`src/rtl/ser3_deframer.sv`:
```
// ser3_deframer: rebuilds 3-bit words from a framed 1-bit serial stream.
// A SYNC-marked bit starts each frame; the third bit completes the word,
// which is then offered to a consumer through a VALID/READY handshake.
// Words completing while an earlier word is still unconsumed are dropped
// and flagged on the sticky OVF output.
module ser3_deframer #(
    parameter logic [2:0] INIT      = 3'b000,
    parameter logic       MSB_FIRST = 1'b1,
    parameter logic       INVERT_IN = 1'b1
) (
    input  logic       C,
    input  logic       CLR,
    input  logic       CE,
    input  logic       SYNC,
    input  logic       D,
    input  logic       READY,
    output logic [2:0] Q,
    output logic       VALID,
    output logic       OVF,
    output logic       ERR
);

    typedef enum logic [1:0] {
        HUNT = 2'd0,
        B1   = 2'd1,
        B2   = 2'd2
    } state_t;

    state_t     state_q, state_d;
    logic       b0_q, b0_d;
    logic       b1_q, b1_d;
    logic [2:0] q_q, q_d;
    logic       valid_q, valid_d;
    logic       ovf_q, ovf_d;
    logic       err_q, err_d;

    logic       cap_s;
    logic       complete_s;
    logic [2:0] word_s;

    // Polarity-corrected serial bit and the word it would complete
    always_comb begin
        cap_s = D ^ INVERT_IN;
        if (MSB_FIRST) begin
            word_s = {b0_q, b1_q, cap_s};
        end else begin
            word_s = {cap_s, b1_q, b0_q};
        end
    end

    // Frame tracking: SYNC restarts from any state, else advance one bit per CE
    always_comb begin
        state_d    = state_q;
        b0_d       = b0_q;
        b1_d       = b1_q;
        err_d      = 1'b0;
        complete_s = 1'b0;
        if (CE) begin
            if (SYNC) begin
                b0_d    = cap_s;
                state_d = B1;
                // A restart while a frame was in progress loses the partial
                err_d   = (state_q != HUNT) ? 1'b1 : 1'b0;
            end else begin
                case (state_q)
                    HUNT: begin
                        state_d = HUNT;
                    end
                    B1: begin
                        b1_d    = cap_s;
                        state_d = B2;
                    end
                    B2: begin
                        complete_s = 1'b1;
                        state_d    = HUNT;
                    end
                    default: begin
                        state_d = HUNT;
                    end
                endcase
            end
        end else begin
            state_d = state_q;
        end
    end

    // Output handshake: transfer, load of a fresh word, or drop with overflow
    always_comb begin
        q_d     = q_q;
        valid_d = valid_q;
        ovf_d   = ovf_q;
        if (valid_q && READY) begin
            // Consumer takes the current word; a word finishing now replaces it
            if (complete_s) begin
                q_d     = word_s;
                valid_d = 1'b1;
            end else begin
                valid_d = 1'b0;
            end
        end else if (valid_q) begin
            // Consumer stalled: Q must stay stable, so a new word is lost
            if (complete_s) begin
                ovf_d = 1'b1;
            end else begin
                ovf_d = ovf_q;
            end
        end else begin
            if (complete_s) begin
                q_d     = word_s;
                valid_d = 1'b1;
            end else begin
                valid_d = 1'b0;
            end
        end
    end

    // State and output registers, cleared asynchronously by CLR
    always_ff @(posedge C or posedge CLR) begin
        if (CLR) begin
            state_q <= HUNT;
            b0_q    <= 1'b0;
            b1_q    <= 1'b0;
            q_q     <= INIT;
            valid_q <= 1'b0;
            ovf_q   <= 1'b0;
            err_q   <= 1'b0;
        end else begin
            state_q <= state_d;
            b0_q    <= b0_d;
            b1_q    <= b1_d;
            q_q     <= q_d;
            valid_q <= valid_d;
            ovf_q   <= ovf_d;
            err_q   <= err_d;
        end
    end

    assign Q     = q_q;
    assign VALID = valid_q;
    assign OVF   = ovf_q;
    assign ERR   = err_q;

endmodule

```
`config.mk`:
```
export PLATFORM = sky130hd
export DESIGN_NAME = ser3_deframer
export DESIGN_NICKNAME = d
export VERILOG_FILES = /design/src/rtl/ser3_deframer.sv
export SDC_FILE = /design/constraint.sdc
export NUM_CORES = 1
export LEC_CHECK = 0
export BUFFER_PORTS_ARGS = -buffer_cell sky130_fd_sc_hd__buf_2
export CORE_AREA = 2 2 39 41
export CTS_CLUSTER_DIAMETER = 80
export DETAILED_ROUTE_END_ITERATION = 12
export DIE_AREA = 0 0 41 43
export MAX_ROUTING_LAYER = met4
export PLACE_DENSITY = 0.53
export SLEW_MARGIN = 20
export SYNTH_ARGS = -nofsm -noshare
export SYNTH_HDL_FRONTEND = slang
export SYNTH_SLANG_ARGS = --single-unit
```
`constraint.sdc`:
```
create_clock -name C -period 1.7 [get_ports C]
set_input_delay 0.34 -clock C [delete_from_list [all_inputs] [get_ports C]]
set_output_delay 0.34 -clock C [all_outputs]
set_load 0.005 [all_outputs]
```
Word-level counts from Yosys, hierarchy flattened --
Index checks and enable logic that the tools add are counted. W data, S select, Z words.
Operators by class: bitwise logic cells 3, reduce and logical (&&, ||, !) cells 5, equality and inequality tests 3, muxes and demuxes 14
Operator list (number):
- $mux W1 | 9
- $mux W3 | 3
- $reduce_and A3 Y1 | 2
- $mux W2 | 2
- $not A1 Y1 | 3
- $eq A2 B1 Y1 const B | 1
- $eq A2 B2 Y1 const B | 1
- $ne A2 B1 Y1 const B | 1
- $reduce_and A2 Y1 | 1
- $reduce_bool A2 Y1 | 1
- $logic_and A1 B1 Y1 | 1
Storage, ports and cells: bits of input ports 6, logic and storage cells 32, output and inout bits 6, bits in registers 10

Depth between registers and ports, before layout --
depth after elaboration 7, depth in mapped cells 3, gate-level depth less buffers 3

Worst setup path after synthesis --
No wires, ideal clock.
path type register to register, from register state_q[0], to register q_q[1] (netlist: Q[1]), path slack 531 ps, arrival 1044 ps, cell stages (with the launch flop) 4, required time 1575 ps, buffers on the path 0, setup time 125 ps, cells stage by stage dfrtp_1 -> and4bb_4 -> nand2_4 -> mux2_4
On the way: longest elaborated chain between the ends 7
Ends and longest elaborated chain:
- start: declaration | RTL line 29 | state_t state_q, state_d;
- start signal: assignment | RTL line 128 | state_q <= state_d;
- $eq A2 B2 Y1 * | RTL line 65 | case (state_q)
- $mux W1 * | RTL line 65
- $mux W1 * | RTL line 59 | if (SYNC) begin
- $mux W1 * | RTL line 58 | if (CE) begin
- $mux W3 *
- $mux W3
- $mux W3 *
- end signal: assignment | RTL line 131 | q_q <= q_d;
- end: declaration | RTL line 32 | logic [2:0] q_q, q_d;
Every way passes the cells marked *; elsewhere a longest branch is shown, timed or not. The select of a mux whose other input is x is not followed. A chain may end at the register's enable or synchronous reset.

Worst setup path after layout --
Same ends and word-level chain as after synthesis.

==> flow_summary.json <==
{
  "finalClockSkew_ps": 1.69,
  "dieArea_mm2": 0.00176,
  "grt_pass1_vias": 258,
  "critPathArrivalTime_ps": 1370,
  "p_total_mw": 0.579,
  "startpoint": "state_q[0]",
  "cts_inserted_buffers": 3,
  "gp_congestion": 0.751,
  "tightestPinTransition_ps": 378,
  "synth_nets": 39,
  "layout-drive-gt1-share_pct": 44.7,
  "cts_sinks": 10,
  "cap_viol_max_count": 0,
  "chipHeight_um": 43,
  "outcome": "finished clean",
  "postRouteAntennaNets": 0,
  "period_share_pct": 72.2,
  "rsz0062_at_grt": "no",
  "slew_headroom_pct": 74.8,
  "cts_tree": "built",
  "port_buffers": 11,
  "yosys-top-cells-area": "dfrtp_1 (61%), mux2_4 (7.3%), and4bb_4 (4.0%)",
  "synth_top_area_cell": "dfrtp_1",
  "rrSetupSlack_ps": 470,
  "clkLatencyLatePin_ps": 260,
  "drt_iter0_drc": 9,
  "reg2reg_from": "state_q[0]",
  "synth_area_per_cell_um2": 12.5,
  "cp.required_ps": 1850,
  "p_leak_nw": 0.277,
  "vdd_drop_max_mv": 0.515,
  "hold_path.class": "in -> async",
  "drc": 0,
  "hold_viol": 0,
  "critPathLaunchType": "flop",
  "wl_per_cell_um": 10.6,
  "clock-root-buffer": "clkbuf_4",
  "max_freq_mhz": 815,
  "routed_via_density": 4.60,
  "ff2ff_path_depth": 3,
  "worstSetupPathType": "reg -> reg",
  "synth_cell_type_count": 15,
  "drt_wl_total_um": 669,
  "min_period_ps": 1230,
  "ys_seq_area_share_pct": 60.8,
  "postCtsSetupBuffers": 0,
  "first_pass_iters": 4,
  "ys.flop_type": "dfrtp_1",
  "rows": 14,
  "post_cts_resized": 0,
  "crit_fanout": 5,
  "hold_buffers": 0,
  "synth_most_common_cell": "dfrtp_1",
  "power_density_mw_per_mm2": 1140,
  "synth_edf_count": 0,
  "die_x_um": 41,
  "grt_start_max_net_pins": 11,
  "synth_commonest_cells": "dfrtp_1 (10), inv_1 (4), nor2_1 (3)",
  "syn-cell-area_um2": 412,
  "htreeDepth": 1,
  "reg2reg_to": "Q[1]",
  "core_mm2": 0.00138,
  "end_kind": "flop",
  "hpwl_um": 502,
  "grt_overflow": 0,
  "cts.path.max_buffers": 2,
  "synth.top_cell.area_share_pct": 60.8,
  "ios": 12,
  "fin_nets": 55,
  "grt_usage_pct": 10.1,
  "ys_ff_latch": 10,
  "tns_ps": 0,
  "yosysWarningCount": 0,
  "synthArstFlopShare_pct": 100,
  "initial_utilization_pct": 29.7,
  "vias": 290,
  "areaGrowthSynthToFinish_pct": 23.7,
  "setup_violations": 0,
  "antenna_found_initial": 0,
  "cts.clk_slew.worst_paths_ps": 60,
  "slew_viol_final": 0,
  "syn-instance-count": 33,
  "num_antenna_cells": 0,
  "grt_pass1_wl_um": 1120
}
==> through the flow <==
step	worst slack (ps)	instance area (um^2)	util, %	std cells	hold slack [ps]
2_1_floorplan	531	412	-	33	180
3_3_place_gp	406	487	35.2	60	338
3_5_place_dp	403	487	35.2	60	336
4_1_cts	466	509	36.8	63	53.4
5_1_grt	436	509	36.8	63	80.8
6_report	473	509	36.8	63	42.7
==> flip-flops by register name, indices dropped and copies added, names as in the netlist <==
signal and count:
b0_q 1, b1_q 1, ERR 1, OVF 1, state_q 2, VALID 1, Q 3
==> power breakdown <==
group | internal, mW | leakage, nW | switching (mW)
Combinational | 0.0694 | 0.137 | 0.0431
Clock | 0.0816 | 0.0138 | 0.0756
Sequential | 0.284 | 0.127 | 0.0246
==> layout make-up <==
| cell class | count | area, um^2 |
|---|---|---|
| Clock buffer | 3 | 22.5 |
| Fill cell | 148 | 875 |
| Inverter | 4 | 15.0 |
| Multi-Input combinational cell | 19 | 146 |
| Sequential cell | 10 | 250 |
| Tap cell | 16 | 20.0 |
| Timing Repair Buffer | 11 | 55.1 |
==> cell usage in the layout, fill, tap and decap left out <==
master	n
nor2_1	3
nand2_4	1
a31oi_1	1
nand2b_1	1
inv_1	4
nand2b_2	1
mux2_4	2
a21o_1	1
o21ai_0	2
a21oi_1	2
buf_2	11
clkbuf_4	3
and4bb_4	1
dfrtp_1	10
nand2_1	2
a31o_2	1
and4bb_2	1
==> routing by layer <==
metal | part of all wire [%] | wire [um] | global-route usage, %
met5 | 0 | 0 | -
met4 | 0 | 0 | 4.00
met3 | 7.0 | 47 | 6.28
met2 | 50 | 333 | 13.4
met1 | 43 | 288 | 11.8
==> worst max path at each step <==
stage            to  slack [ps]  depth (start not counted)
5_1_grt        Q[2]         440                          3
2_1_floorplan  Q[1]         530                          3
6_report       Q[1]         470                          3
3_5_place_dp   Q[1]         400                          4
3_3_place_gp   Q[1]         410                          4
4_1_cts        Q[1]         470                          3
==> worst max-delay path: stages (launching register included) <==
cell and delay, ps:
dfrtp_1 400, and4bb_4 360, nand2_4 70, mux2_4 290
==> kinds of logic (layout without fill, tap and decap cells) <==
logic type | count (synthesis) | in the layout | share of synthesized area (%)
flip-flops | 10 | 10 | 60.8
multiplexers | 2 | 2 | 7.30
buffers and inverters | 4 | 18 | 3.65
AO/OA/AOI/OAI | 7 | 7 | 10.3
AND/OR/NAND/NOR | 10 | 10 | 17.9
Note: power is estimated with default switching activity, not from simulation.
